**config.mk**
```make
export PLATFORM = sky130hd
export DESIGN_NAME = serial_port
export DESIGN_NICKNAME = d
export VERILOG_FILES = /design/src/rtl/serial_port_pkg.sv /design/src/rtl/uart_baud_cnt.sv /design/src/rtl/serial_port.sv
export SDC_FILE = /design/constraint.sdc
export NUM_CORES = 1
export LEC_CHECK = 0
export BUFFER_PORTS_ARGS = -buffer_cell sky130_fd_sc_hd__clkbuf_2
export CAP_MARGIN = 0
export CORE_MARGIN = 3
export CORE_UTILIZATION = 53
export CTS_CLUSTER_SIZE = 40
export DETAILED_ROUTE_END_ITERATION = 16
export PLACE_DENSITY = 0.74
export SLEW_MARGIN = 10
export SYNTH_ARGS = -nofsm -noshare
export SYNTH_HDL_FRONTEND = slang
export SYNTH_SLANG_ARGS = --single-unit
```
**constraint.sdc**
```tcl
create_clock -name clk50M -period 1.9 [get_ports clk50M]
set_clock_uncertainty 0.1 [all_clocks]
set_input_delay 0.095 -clock clk50M [delete_from_list [all_inputs] [get_ports clk50M]]
set_output_delay 0.095 -clock clk50M [all_outputs]
set_load 0.03 [all_outputs]
```
**src/rtl/serial_port_pkg.sv**
```systemverilog
// Shared definitions for the serial_port UART block.
//   - uart_state_t : TX/RX FSM encodings (IDLE=0, START=1, DATA=2, STOP=3)
//   - DATA_BITS    : payload bits per frame (8N1)
//   - COM_*_ADDR   : memory-controller window for the UART data/status
//                    registers, shared by the controller and this block
package serial_port_pkg;

    typedef enum logic [1:0] {
        ST_IDLE  = 2'd0,
        ST_START = 2'd1,
        ST_DATA  = 2'd2,
        ST_STOP  = 2'd3
    } uart_state_t;

    localparam int DATA_BITS = 8;

    localparam logic [31:0] COM_DATA_ADDR = 32'h1FD0_03F8;
    localparam logic [31:0] COM_STAT_ADDR = 32'h1FD0_03FC;

endpackage

```
**src/rtl/uart_baud_cnt.sv**
```systemverilog
// Down-counting baud timer, one instance per direction.
//   clk      : system clock
//   rst      : synchronous active-high reset (count clears to 0)
//   load     : reload the counter with load_val (takes priority)
//   load_val : reload value
//   en       : count enable; expire is only asserted while enabled
//   expire   : combinational pulse, counter at 0 while enabled
module uart_baud_cnt #(
    parameter int W = 4
) (
    input  logic         clk,
    input  logic         rst,
    input  logic         load,
    input  logic [W-1:0] load_val,
    input  logic         en,
    output logic         expire
);

    logic [W-1:0] cnt;

    always_ff @(posedge clk) begin
        if (rst)
            cnt <= '0;
        else if (load)
            cnt <= load_val;
        else if (en && cnt != '0)
            cnt <= cnt - W'(1);
    end

    assign expire = en && (cnt == '0);

endmodule

```
**src/rtl/serial_port.sv**
```systemverilog
// 8N1 UART transceiver behind the memory controller's COM window.
//   clk50M, rst          : clock, synchronous active-high reset
//   tx_data, tx_start    : byte to send and its one-cycle write strobe
//   write_ready          : transmitter idle, tx_start will be accepted
//   rx_data, read_ready  : last received byte, unread-byte flag
//   int_ack              : CPU read acknowledge (rising edge is used)
//   int_com              : interrupt request, mirrors read_ready
//   overrun              : sticky, byte arrived while read_ready was set
//   frame_err            : one-cycle pulse when a stop bit samples low
//   rxd, txd             : serial line in (asynchronous) / out, idle high
module serial_port
    import serial_port_pkg::*;
#(
    parameter int CLK_FREQ = 50_000_000,
    parameter int BAUD     = 115_200
) (
    input  logic       clk50M,
    input  logic       rst,
    input  logic [7:0] tx_data,
    input  logic       tx_start,
    output logic       write_ready,
    output logic [7:0] rx_data,
    output logic       read_ready,
    input  logic       int_ack,
    output logic       int_com,
    output logic       overrun,
    output logic       frame_err,
    input  logic       rxd,
    output logic       txd
);

    localparam int DIVISOR = CLK_FREQ / BAUD;
    localparam int CNT_W   = $clog2(DIVISOR);

    // Counter expires when it reaches 0, so a full bit reloads DIVISOR-1.
    localparam logic [CNT_W-1:0] FULL_BIT = CNT_W'(DIVISOR - 1);
    localparam logic [CNT_W-1:0] HALF_BIT = CNT_W'(DIVISOR / 2);
    localparam logic [2:0]       LAST_BIT = 3'(DATA_BITS - 1);

    // ---------------- transmitter ----------------
    uart_state_t tx_state;
    logic [7:0]  tx_byte;
    logic [2:0]  tx_idx;
    logic        tx_exp;
    logic        tx_load;

    assign tx_load = ((tx_state == ST_IDLE) && tx_start) || tx_exp;

    uart_baud_cnt #(.W(CNT_W)) u_tx_cnt (
        .clk      (clk50M),
        .rst      (rst),
        .load     (tx_load),
        .load_val (FULL_BIT),
        .en       (tx_state != ST_IDLE),
        .expire   (tx_exp)
    );

    always_ff @(posedge clk50M) begin
        if (rst) begin
            tx_state    <= ST_IDLE;
            tx_byte     <= '0;
            tx_idx      <= '0;
            txd         <= 1'b1;
            write_ready <= 1'b1;
        end else begin
            case (tx_state)
                ST_IDLE: begin
                    if (tx_start) begin
                        tx_byte     <= tx_data;
                        tx_idx      <= '0;
                        txd         <= 1'b0;
                        write_ready <= 1'b0;
                        tx_state    <= ST_START;
                    end
                end
                ST_START: begin
                    if (tx_exp) begin
                        txd      <= tx_byte[0];
                        tx_state <= ST_DATA;
                    end
                end
                ST_DATA: begin
                    if (tx_exp) begin
                        // index wraps back to 0 after the last bit
                        tx_idx <= tx_idx + 3'd1;
                        if (tx_idx == LAST_BIT) begin
                            txd      <= 1'b1;
                            tx_state <= ST_STOP;
                        end else begin
                            txd <= tx_byte[tx_idx + 3'd1];
                        end
                    end
                end
                ST_STOP: begin
                    if (tx_exp) begin
                        write_ready <= 1'b1;
                        tx_state    <= ST_IDLE;
                    end
                end
            endcase
        end
    end

    // ---------------- receiver ----------------
    logic rxs_meta, rxs, rxs_prev;
    logic ack_d;

    always_ff @(posedge clk50M) begin
        if (rst) begin
            rxs_meta <= 1'b1;
            rxs      <= 1'b1;
            rxs_prev <= 1'b1;
            ack_d    <= 1'b0;
        end else begin
            rxs_meta <= rxd;
            rxs      <= rxs_meta;
            rxs_prev <= rxs;
            ack_d    <= int_ack;
        end
    end

    logic ack_rise;
    logic rx_fall;
    assign ack_rise = int_ack && !ack_d;
    assign rx_fall  = rxs_prev && !rxs;

    uart_state_t      rx_state;
    logic [7:0]       rx_shift;
    logic [2:0]       rx_idx;
    logic             rx_exp;
    logic             rx_load;
    logic [CNT_W-1:0] rx_load_val;

    // The first reload after the start edge is half a bit so every later
    // sample lands mid-bit.
    assign rx_load     = ((rx_state == ST_IDLE) && rx_fall) || rx_exp;
    assign rx_load_val = (rx_state == ST_IDLE) ? HALF_BIT : FULL_BIT;

    uart_baud_cnt #(.W(CNT_W)) u_rx_cnt (
        .clk      (clk50M),
        .rst      (rst),
        .load     (rx_load),
        .load_val (rx_load_val),
        .en       (rx_state != ST_IDLE),
        .expire   (rx_exp)
    );

    always_ff @(posedge clk50M) begin
        if (rst) begin
            rx_state   <= ST_IDLE;
            rx_shift   <= '0;
            rx_idx     <= '0;
            rx_data    <= '0;
            read_ready <= 1'b0;
            overrun    <= 1'b0;
            frame_err  <= 1'b0;
        end else begin
            frame_err <= 1'b0;
            if (ack_rise) begin
                read_ready <= 1'b0;
                overrun    <= 1'b0;
            end
            case (rx_state)
                ST_IDLE: begin
                    if (rx_fall)
                        rx_state <= ST_START;
                end
                ST_START: begin
                    if (rx_exp) begin
                        rx_idx   <= '0;
                        // line back high at mid start bit: glitch, drop it
                        rx_state <= rxs ? ST_IDLE : ST_DATA;
                    end
                end
                ST_DATA: begin
                    if (rx_exp) begin
                        rx_shift <= {rxs, rx_shift[7:1]};
                        rx_idx   <= rx_idx + 3'd1;
                        if (rx_idx == LAST_BIT)
                            rx_state <= ST_STOP;
                    end
                end
                ST_STOP: begin
                    // Leave at mid stop bit so a back-to-back start edge
                    // is not missed.
                    if (rx_exp) begin
                        rx_state <= ST_IDLE;
                        if (rxs) begin
                            // completion overrides a simultaneous ack
                            rx_data    <= rx_shift;
                            read_ready <= 1'b1;
                            if (!ack_rise)
                                overrun <= overrun | read_ready;
                        end else begin
                            frame_err <= 1'b1;
                        end
                    end
                end
            endcase
        end
    end

    assign int_com = read_ready;

endmodule
```
==> results.yml, run 1 <==
sta:
  slew_headroom: 0.578
  fin_setup_tns_ns: -0.450
  slew_violations: 0
  timing.final.ws_setup_ns: -0.0678
  max_freq_mhz: 508
  period_needed_ns: 1.97
  grt_setup_unrepaired: "true"
  report.final.hold_viol_count: 0
  slew_at_the_pin_with_the_worst_max_slew_slack_ns: 0.631
  final_min_period_over_clock_period: 1.04
  setup_violations: 11
die:
  die_area_sq_um: 6370
  num_rows: 26
  design.portCount: 27
  fp.coreArea_sq_um: 5170
  fp.dieW_um: 79.8
  die_h_um: 79.8
  floorplan.initialDensity: 0.558
worst_setup_path:
  crit_arrival_ns: 2.09
  cp-start-kind: "flip-flop"
  path_buf_inv: 3
  worst-setup-path-type: "flip-flop to flip-flop"
  cp-end-kind: "flip-flop"
  cp_slowest_cell: "sky130_fd_sc_hd__or3b_4"
  path_max_fanout: 5
  critical_path.max_stage_delay_ns: 0.39
  cp.required_ns: 2.02
  cpLargestDelayFamily: "simple AND/OR/NAND/NOR gates"
  cp_cell_sequence: "inv_2 > ha_4 > or3b_4 > nor4b_4 > buf_4 > buf_6 > or3_1 > a21oi_1"
clock_network:
  cts.clk_slew.worst_paths_ns: 0.07
  clock_sink_count: 61
  total_cts_buffers: 9
  htreeDepth: 3
  cts_tree: "yes"
  clock-root-buffer: "sky130_fd_sc_hd__clkbuf_8"
  clock_latency_ns: 0.34
  clockBufferDepth: 2
placement:
  gp_congestion: 0.812
  place_inst: 440
  instance_area_at_placement_sq_um: 3210
  hpwl_um: 4470
  place_ws_ns: -0.0292
  port-buffer-count: 26
drt:
  post_drt_wl_per_cell_um: 14.6
  initialDrtViolationCount: 116
  drtPass1Iterations: 4
  post_route_wl_um: 6860
  route.detailed.vias_per_inst: 5.70
  met3RoutedLength_um: 264
  route.antenna.remaining_nets: 0
  drt-met1-wl_um: 3040
  route.detailed.drc: 0
  maxUsedRoutingLayer: "met4"
  num_vias: 2678
  met2RoutedLength_um: 3450
synth:
  syn_area_per_cell_sq_um: 8.47
  synth_top_cell_area_share: 0.423
  synth_instances: 341
  post_synth_most_frequent_cells: "61 x sky130_fd_sc_hd__dfxtp_1, 48 x sky130_fd_sc_hd__a21oi_1, 33 x sky130_fd_sc_hd__o21ai_0, 30 x sky130_fd_sc_hd__nand2_1, 23 x sky130_fd_sc_hd__nand3_1"
  synth.yosys.warnings: 0
  syn_nets: 366
  synth_edf_count: 0
  syn-cell-area_sq_um: 2890
  async_sr_flop_fraction: 0
  netlist-cell-type-count: 52
  synth_seq_cells: 61
  synth.area.top_cells: "sky130_fd_sc_hd__dfxtp_1 42%, sky130_fd_sc_hd__a21oi_1 8.3%, sky130_fd_sc_hd__o21ai_0 5.7%"
  yosys.cell_count.top_type: "sky130_fd_sc_hd__dfxtp_1"
  most_common_flop_cell_mapped_by_yosys: "sky130_fd_sc_hd__dfxtp_1"
  synth_seq_area_share: 0.423
  synth_largest_area_cell: "sky130_fd_sc_hd__dfxtp_1"
layout:
  num-nets-final: 421
  growth_of_design_area_from_synthesis_to_finish_pct: 26.4
  finalInstanceArea_sq_um: 3650
  antenna_cells: 0
  drive_gt1_frac: 0.275
  instances_no_fill: 470
global_routing:
  grt_max_degree: 37
  grt_pass1_wl_um: 11100
  antenna_found_initial: 0
  grt_remaining_overflow: 0
  grt_pass1_vias: 2526
  grt.total_usage: 0.224
power:
  ir_worst_vdd_uv: 789
  static_leakage_power_nw: 1.41
  powerDensity_nw_per_um2: 1520
min_path:
  min-delay-path-class: "input port to flip-flop"
run_status:
  violated_checks: "negative setup slack"
  outcome: "complete, but fails checks"
run:
  max_cap_viol_count: 0
-- state kept, by name (all words and copies together), names as in the netlist, 2 cells and up, named ones only --
| name | count |
|---|---|
| tx_byte | 8 |
| tx_state | 2 |
| rx_data | 8 |
| u_tx_cnt.cnt | 9 |
| tx_idx | 3 |
| rx_shift | 8 |
| rx_idx | 3 |
| u_rx_cnt.cnt | 9 |
-- final timing paths --
kind | start | slack, ns | end | cells past startpoint
max | u_rx_cnt.cnt[0]$_SDFFE_PP0P_ | -0.07 | u_rx_cnt.cnt[1]$_SDFFE_PP0P_ | 8
min reg2reg | rxs_meta$_SDFF_PP1_ | 0.31 | rxs$_SDFF_PP1_ | 1
min | rst | 0.09 | u_rx_cnt.cnt[2]$_SDFFE_PP0P_ | 2
max reg2reg | u_rx_cnt.cnt[0]$_SDFFE_PP0P_ | -0.07 | u_rx_cnt.cnt[1]$_SDFFE_PP0P_ | 8
-- layer usage --
metal / vias to the layer above / track usage
met1: 1261 / 0.263
li1: 1347 / -
met2: 58 / 0.385
met5: - / 0
met3: 12 / 0.0519
met4: 0 / 0.105
-- layout make-up --
| class | count | area (sq um) |
|---|---|---|
| multi-input combinational | 249 | 1640 |
| fill | 397 | 1520 |
| sequential | 61 | 1220 |
| timing repair buffer | 63 | 457 |
| clock buffer | 11 | 151 |
| tap | 70 | 87.6 |
| clock inverter | 4 | 47.5 |
| inverter | 12 | 45.0 |
-- where the power goes --
part           switching, mW  internal (mW)
registers              0.245           1.51
logic                   1.43           1.21
clock network          0.496          0.665
-- cell families (layout without fill, tap and decap cells) --
kind of cell	Yosys count	in the layout	share of synthesized area
simple gates	118	118	0.224
compound gates	112	112	0.226
flops	61	61	0.423
buf+inv	31	90	0.0472
fa+ha+maj	12	12	0.0520
mux	4	4	0.0191
xor+xnor	3	3	0.00910
-- timing repair --
item / CTS / global route
endpoints found under the setup margin: 17 / 32
pin swaps: 1 / 17
gates resized for setup: 1 / 31
cloned: 0 / 2
hold endpoints to repair: 10 / 0
setup buffers: 0 / 3
hold buffers: 10 / 0
-- cell usage in the layout, fill, tap and decap left out, drive strengths merged, types with 9 or more instances in the layout --
master,count
a21oi,48
buf,27
clkbuf,37
dfxtp,61
dlygate4sd3,10
ha,12
inv,11
nand2,30
nand3,23
nor2,15
nor2b,9
nor3,10
o21ai,33
-- stage by stage --
step	power [mW]	utilization	hold WS [ns]
floorplan	3.36	-	0.0988
global placement	3.99	0.620	0.182
detailed placement	4.05	0.620	0.183
CTS	5.25	0.679	0.0860
global route	5.94	0.706	0.126
finish	5.57	0.706	0.0879
Power figures use the tool's default switching activity.
==> run 2, diff against run 1 <==
Settings changed: MAX_ROUTING_LAYER set to met4.
==> run 2 against run 1 <==
Effect of this change: critical path depth did not move; sequential share of layout area did not move; the flow still finishes with violations (negative setup slack); clock-buffer cell count did not move; fmax barely moved; combinational power barely moved; die area did not move; routed wire length barely moved; design area did not move; largest cell class unchanged; register-to-register slack barely moved; power barely moved; clock power barely moved; first-iteration DRC count rose by 34%; critical path type unchanged.
==> results.yml, run 2 (synthesis gave the netlist of run 1 again) <==
run_status:
  outcome: "complete, but fails checks"
  violated_checks: "negative setup slack"
power:
  post-layout-total-power_mw: 5.57
  powerDensity_nw_per_um2: 1530
  internal_power_mw: 3.39
  switching_share: 0.391
  static_leakage_power_nw: 1.41
  ir_worst_vdd_uv: 791
  clock_power_share: 0.208
  combinational_cell_fraction_of_total_power: 0.476
  seq_power_share: 0.315
  switchingPower_mw: 2.18
clock_network:
  cts.clk_slew.worst_paths_ns: 0.07
  clock_latency_ns: 0.34
  clock-root-buffer: "sky130_fd_sc_hd__clkbuf_8"
  clock_sink_count: 61
  htreeDepth: 3
  cts_tree: "yes"
  total_cts_buffers: 9
  clockBufferDepth: 2
layout:
  area_of_the_multi_input_gates_sq_um: 1640
  layout.cells.most_common: "sky130_fd_sc_hd__dfxtp_1"
  seqCellArea_sq_um: 1220
  growth_of_design_area_from_synthesis_to_finish_pct: 26.4
  instances_no_fill: 470
  reg.largest.list: "u_rx_cnt.cnt: 9 flops, u_tx_cnt.cnt: 9 flops"
  drive_gt1_frac: 0.275
  num-nets-final: 421
  antenna_cells: 0
  most-common-layout-cells: "58 x sky130_fd_sc_hd__dfxtp_1, 41 x sky130_fd_sc_hd__a21oi_1, 31 x sky130_fd_sc_hd__o21ai_0"
  n_fill_cell: 397
sta:
  grt_setup_unrepaired: "true"
  final_min_period_over_clock_period: 1.04
  timing.final.ws_setup_ns: -0.0684
  max_freq_mhz: 508
  slew_headroom: 0.579
  report.final.hold_viol_count: 0
  slew_violations: 0
  fin_setup_tns_ns: -0.460
  slew_at_the_pin_with_the_worst_max_slew_slack_ns: 0.631
  setup_violations: 11
  period_needed_ns: 1.97
die:
  fp.dieW_um: 79.8
  die_h_um: 79.8
  design.portCount: 27
  die_area_sq_um: 6370
  num_rows: 26
  floorplan.initialDensity: 0.558
  fp.coreArea_sq_um: 5170
worst_setup_path:
  critical_path.max_stage_delay_ns: 0.39
  cp-start-kind: "flip-flop"
  cp-end-kind: "flip-flop"
  path_max_fanout: 5
  worst-setup-path-type: "flip-flop to flip-flop"
  cp_cell_sequence: "inv_2 > ha_4 > or3b_4 > nor4b_4 > buf_4 > buf_6 > or3_1 > a21oi_1"
  crit_arrival_ns: 2.10
  cp_slowest_cell: "sky130_fd_sc_hd__or3b_4"
  cp.required_ns: 2.03
global_routing:
  antenna_found_initial: 0
  grt_pass1_vias: 2520
  grt_max_degree: 37
  grt_remaining_overflow: 0
  grt_pass1_wl_um: 11100
  grt.total_usage: 0.231
drt:
  num_vias: 2676
  route.detailed.vias_per_inst: 5.69
  post_route_wl_um: 6850
  drtPass1Iterations: 4
  initialDrtViolationCount: 156
  route.detailed.drc: 0
  post_drt_wl_per_cell_um: 14.6
  route.antenna.remaining_nets: 0
min_path:
  min-delay-path-class: "input port to flip-flop"
run:
  max_cap_viol_count: 0
placement:
  port-buffer-count: 26
  hpwl_um: 4470
  place_inst: 440
  gp_congestion: 0.824
  place_ws_ns: -0.0292
run 2: cell counts in the layout (fill, tap and decap cells not counted):
Identical to the previous run, type by type.
run 2: worst max-delay path: cells and delay by family (launching register included):
family	cells	cell delay (ns)
simple gates	3	0.84
buf+inv	3	0.38
flops	1	0.33
fa+ha+maj	1	0.14
compound gates	1	0.06
run 2: final cells by class:
class	instances	share of cell area
inverter	12	0.0123
clock buffer	11	0.0415
multi-input combinational	249	0.449
sequential	61	0.336
tap	70	0.0240
clock inverter	4	0.0130
timing repair buffer	63	0.125
run 2: worst paths after layout:
kind | from | to | slack (ns) | cells past startpoint
worst min-delay path | rst | u_rx_cnt.cnt[2]$_SDFFE_PP0P_ | 0.09 | 2
worst min register to register | rxs_meta$_SDFF_PP1_ | rxs$_SDFF_PP1_ | 0.31 | 1
worst max-delay path | u_rx_cnt.cnt[0]$_SDFFE_PP0P_ | u_rx_cnt.cnt[1]$_SDFFE_PP0P_ | -0.07 | 8
worst max register to register | u_rx_cnt.cnt[0]$_SDFFE_PP0P_ | u_rx_cnt.cnt[1]$_SDFFE_PP0P_ | -0.07 | 8
run 2: repair_timing:
item | 4_1_cts | 5_1_grt
setup endpoints to repair | 17 | 32
hold buffers | 10 | 0
hold endpoints to repair | 10 | 0
cloned | 0 | 2
setup buffers | 0 | 3
pin swaps | 1 | 17
resized for setup | 1 | 31
run 2: layer usage:
| layer | vias to the layer above | global-route usage | share of wire |
|---|---|---|---|
| li1 | 1342 | - | - |
| met1 | 1268 | 0.262 | 0.44 |
| met2 | 56 | 0.385 | 0.50 |
| met3 | 10 | 0.0688 | 0.038 |
| met4 | 0 | 0.0845 | 0.015 |
| met5 | - | - | 0 |
run 2: through the flow:
step	area, sq um	hold slack, ns	util
after global placement	3210	0.182	0.620
final	3650	0.0863	0.706
after global routing	3650	0.120	0.706
after floorplan	2900	0.0988	-
after detailed placement	3210	0.183	0.620
after CTS	3510	0.0860	0.679
run 2: power by group through the flow:
stage	combinational [mW]	clock, mW	sequential, mW
4_1_cts	2.33	1.18	1.74
5_1_grt	2.92	1.24	1.79
3_3_place_gp	2.24	0	1.75
3_5_place_dp	2.28	0	1.76
2_1_floorplan	1.61	0	1.74
6_report	2.65	1.16	1.76
==> run 3, diff against run 2 <==
Settings changed: ABC_AREA set to 1.
==> run 3 against run 2 <==
Effect of this change: the run now ends clean; synthesized cell count rose by 11%; setup slack improved by 0.24 ns; cell count increased by 6.2%; die area is 0.92% lower; synthesized area shrank 1.0%; global-route usage decreased by 2.4 points; clock-buffer cell count shrank 1; power is 26% lower.
==> results.yml, run 3 <==
clock_network:
  post_cts.repair.setup_buffers: 0
  total_cts_buffers: 9
  clock-root-buffer: "sky130_fd_sc_hd__clkbuf_8"
  cts.clk_slew.worst_paths_ns: 0.07
  clock_latency_ns: 0.34
  clockBufferDepth: 2
  htreeDepth: 3
  cts_tree: "yes"
  clock_sink_count: 61
worst_setup_path:
  cp-start-kind: "flip-flop"
  worst_r2r_path_cells: 9
  crit-reg2reg-capture: "tx_state[0]$_SDFFE_PP0P_"
  path_max_fanout: 6
  crit-reg2reg-launch: "tx_state[1]$_SDFFE_PP0P_"
  cp.required_ns: 2.03
  worst_setup_path_endpoint: "tx_state[0]$_SDFFE_PP0P_"
  r2r_setup_slack_ns: 0.17
  worst-setup-path-type: "flip-flop to flip-flop"
  timing.critical_path.from: "tx_state[1]$_SDFFE_PP0P_"
  cp-end-kind: "flip-flop"
  crit_arrival_ns: 1.86
synth:
  synth_top_cell_area_share: 0.427
  synth_seq_area_share: 0.427
  synth_instances: 380
  most_common_flop_cell_mapped_by_yosys: "sky130_fd_sc_hd__dfxtp_1"
  syn-cell-area_sq_um: 2860
  synth_seq_cells: 61
  post_synth_most_frequent_cells: "74 x sky130_fd_sc_hd__nor2_1, 61 x sky130_fd_sc_hd__dfxtp_1, 58 x sky130_fd_sc_hd__nand2_1, 39 x sky130_fd_sc_hd__inv_1, 27 x sky130_fd_sc_hd__o21ai_0"
  yosys.cell_count.top_type: "sky130_fd_sc_hd__nor2_1"
  async_sr_flop_fraction: 0
  netlist-cell-type-count: 39
  synth.area.top_cells: "sky130_fd_sc_hd__dfxtp_1 43%, sky130_fd_sc_hd__nor2_1 9.7%, sky130_fd_sc_hd__nand2_1 7.6%"
  syn_area_per_cell_sq_um: 7.52
  synth.yosys.warnings: 0
  syn_nets: 405
  synth_largest_area_cell: "sky130_fd_sc_hd__dfxtp_1"
  synth_edf_count: 0
run_status:
  outcome: "finished, final reports clean"
drt:
  route.detailed.vias_per_inst: 4.91
  route.detailed.drc: 0
  post_drt_wl_per_cell_um: 11.2
  post_route_wl_um: 5610
  route.antenna.remaining_nets: 0
  drtPass1Iterations: 4
  initialDrtViolationCount: 100
  num_vias: 2449
layout:
  finalInstanceArea_sq_um: 3360
  antenna_cells: 0
  num-nets-final: 450
  growth_of_design_area_from_synthesis_to_finish_pct: 17.5
  drive_gt1_frac: 0.179
  instances_no_fill: 499
  layout.cells.most_common: "sky130_fd_sc_hd__nor2_1"
  most-common-layout-cells: "74 x sky130_fd_sc_hd__nor2_1, 60 x sky130_fd_sc_hd__dfxtp_1, 58 x sky130_fd_sc_hd__nand2_1"
  reg.largest.list: "u_rx_cnt.cnt: 9 flops, u_tx_cnt.cnt: 9 flops"
die:
  die_area_sq_um: 6310
  num_rows: 26
  fp.coreArea_sq_um: 5170
  floorplan.initialDensity: 0.553
  fp.dieW_um: 79.4
  design.portCount: 27
  die_h_um: 79.4
sta:
  fin_setup_tns_ns: 0
  final_min_period_over_clock_period: 0.910
  max_freq_mhz: 578
  slew_violations: 0
  slew_at_the_pin_with_the_worst_max_slew_slack_ns: 0.272
  setup_violations: 0
  report.final.hold_viol_count: 0
  timing.final.ws_setup_ns: 0.170
  grt_setup_unrepaired: "false"
  period_needed_ns: 1.73
  slew_headroom: 0.818
run:
  max_cap_viol_count: 0
placement:
  port-buffer-count: 26
  gp_congestion: 0.861
  instance_area_at_placement_sq_um: 3070
  hpwl_um: 3860
  place_inst: 473
  place_ws_ns: 0.196
min_path:
  min-delay-path-class: "input port to flip-flop"
global_routing:
  grt_pass1_wl_um: 10100
  antenna_found_initial: 0
  grt_max_degree: 24
  grt_remaining_overflow: 0
  grt.total_usage: 0.206
  grt_pass1_vias: 2391
power:
  static_leakage_power_nw: 1.58
  ir_worst_vdd_uv: 592
  powerDensity_nw_per_um2: 1230
-- run 3: cell types whose count changed in the layout (fill, tap and decap cells not counted), moves of 5 or more --
| cell | change |
|---|---|
| sky130_fd_sc_hd__nor2_1 | +59 |
| sky130_fd_sc_hd__inv_1 | +30 |
| sky130_fd_sc_hd__nand2_1 | +28 |
| sky130_fd_sc_hd__a21oi_1 | -22 |
| sky130_fd_sc_hd__buf_4 | -18 |
| sky130_fd_sc_hd__nor2b_1 | -8 |
| sky130_fd_sc_hd__nand2_2 | +7 |
| sky130_fd_sc_hd__a21oi_2 | -5 |
| sky130_fd_sc_hd__nor2_2 | +5 |
| sky130_fd_sc_hd__o21ai_1 | +5 |
-- run 3: how the worst min path moves through the flow --
stage          slack (ns)                      endpoint     start  cells after the start
6_report             0.11  u_tx_cnt.cnt[0]$_SDFFE_PP0P_  tx_start                      5
2_1_floorplan         0.1           rxs_meta$_SDFF_PP1_       rxd                      1
5_1_grt              0.15  u_tx_cnt.cnt[0]$_SDFFE_PP0P_  tx_start                      5
4_1_cts              0.09  u_tx_cnt.cnt[0]$_SDFFE_PP0P_  tx_start                      5
3_3_place_gp         0.19           rxs_meta$_SDFF_PP1_       rxd                      2
3_5_place_dp         0.18           rxs_meta$_SDFF_PP1_       rxd                      2
-- run 3: area by class of cell --
cell class	instances	area, sq um
Fill cell	437	1810
Multi-Input combinational cell	270	1440
Sequential cell	61	1220
Timing Repair Buffer	42	278
Inverter	41	154
Clock buffer	10	138
Tap cell	70	87.6
Clock inverter	5	37.5
-- run 3: layer usage --
| metal | wire length (um) | part of all wire | up-vias | track usage |
|---|---|---|---|---|
| met5 | 0 | 0 | - | - |
| met2 | 2690 | 0.48 | 37 | 0.341 |
| met3 | 229 | 0.041 | 7 | 0.0722 |
| li1 | - | - | 1308 | - |
| met4 | 50 | 0.0089 | 0 | 0.0670 |
| met1 | 2640 | 0.47 | 1097 | 0.233 |
-- run 3: what timing repair did --
item / CTS / global route
endpoints found under the setup margin: 0 / 2
resized for setup: 0 / 1
hold endpoints to repair: 11 / 0
hold buffers: 11 / 0
-- run 3: worst max-delay path, cell delays in order (launching register included) --
cell	delay, ns
sky130_fd_sc_hd__dfxtp_1	0.34
sky130_fd_sc_hd__inv_1	0.11
sky130_fd_sc_hd__ha_1	0.26
sky130_fd_sc_hd__inv_2	0.10
sky130_fd_sc_hd__nor2_2	0.18
sky130_fd_sc_hd__inv_1	0.12
sky130_fd_sc_hd__nand3_2	0.10
sky130_fd_sc_hd__a21oi_1	0.09
sky130_fd_sc_hd__o21ai_0	0.16
sky130_fd_sc_hd__nor2_1	0.05
-- run 3: cell families after synthesis --
logic type,Yosys count,synth area share
and+or+nand+nor,191,0.320
AOI/OAI and AO/OA,63,0.119
DFF,61,0.427
buffers and inverters,49,0.0687
adders and majority gates,12,0.0525
xor gates and xnor gates,4,0.0123
-- run 3: power by group --
group / internal, mW / switching, mW
sequential: 1.49 / 0.159
combinational: 0.538 / 0.932
clock: 0.502 / 0.513
-- run 3: metrics by stage --
step	hold WS, ns	util	total power [mW]
2_1_floorplan	0.0988	-	2.84
3_3_place_gp	0.186	0.594	3.08
3_5_place_dp	0.182	0.594	3.11
4_1_cts	0.0889	0.649	4.16
5_1_grt	0.146	0.649	4.47
6_report	0.106	0.649	4.13
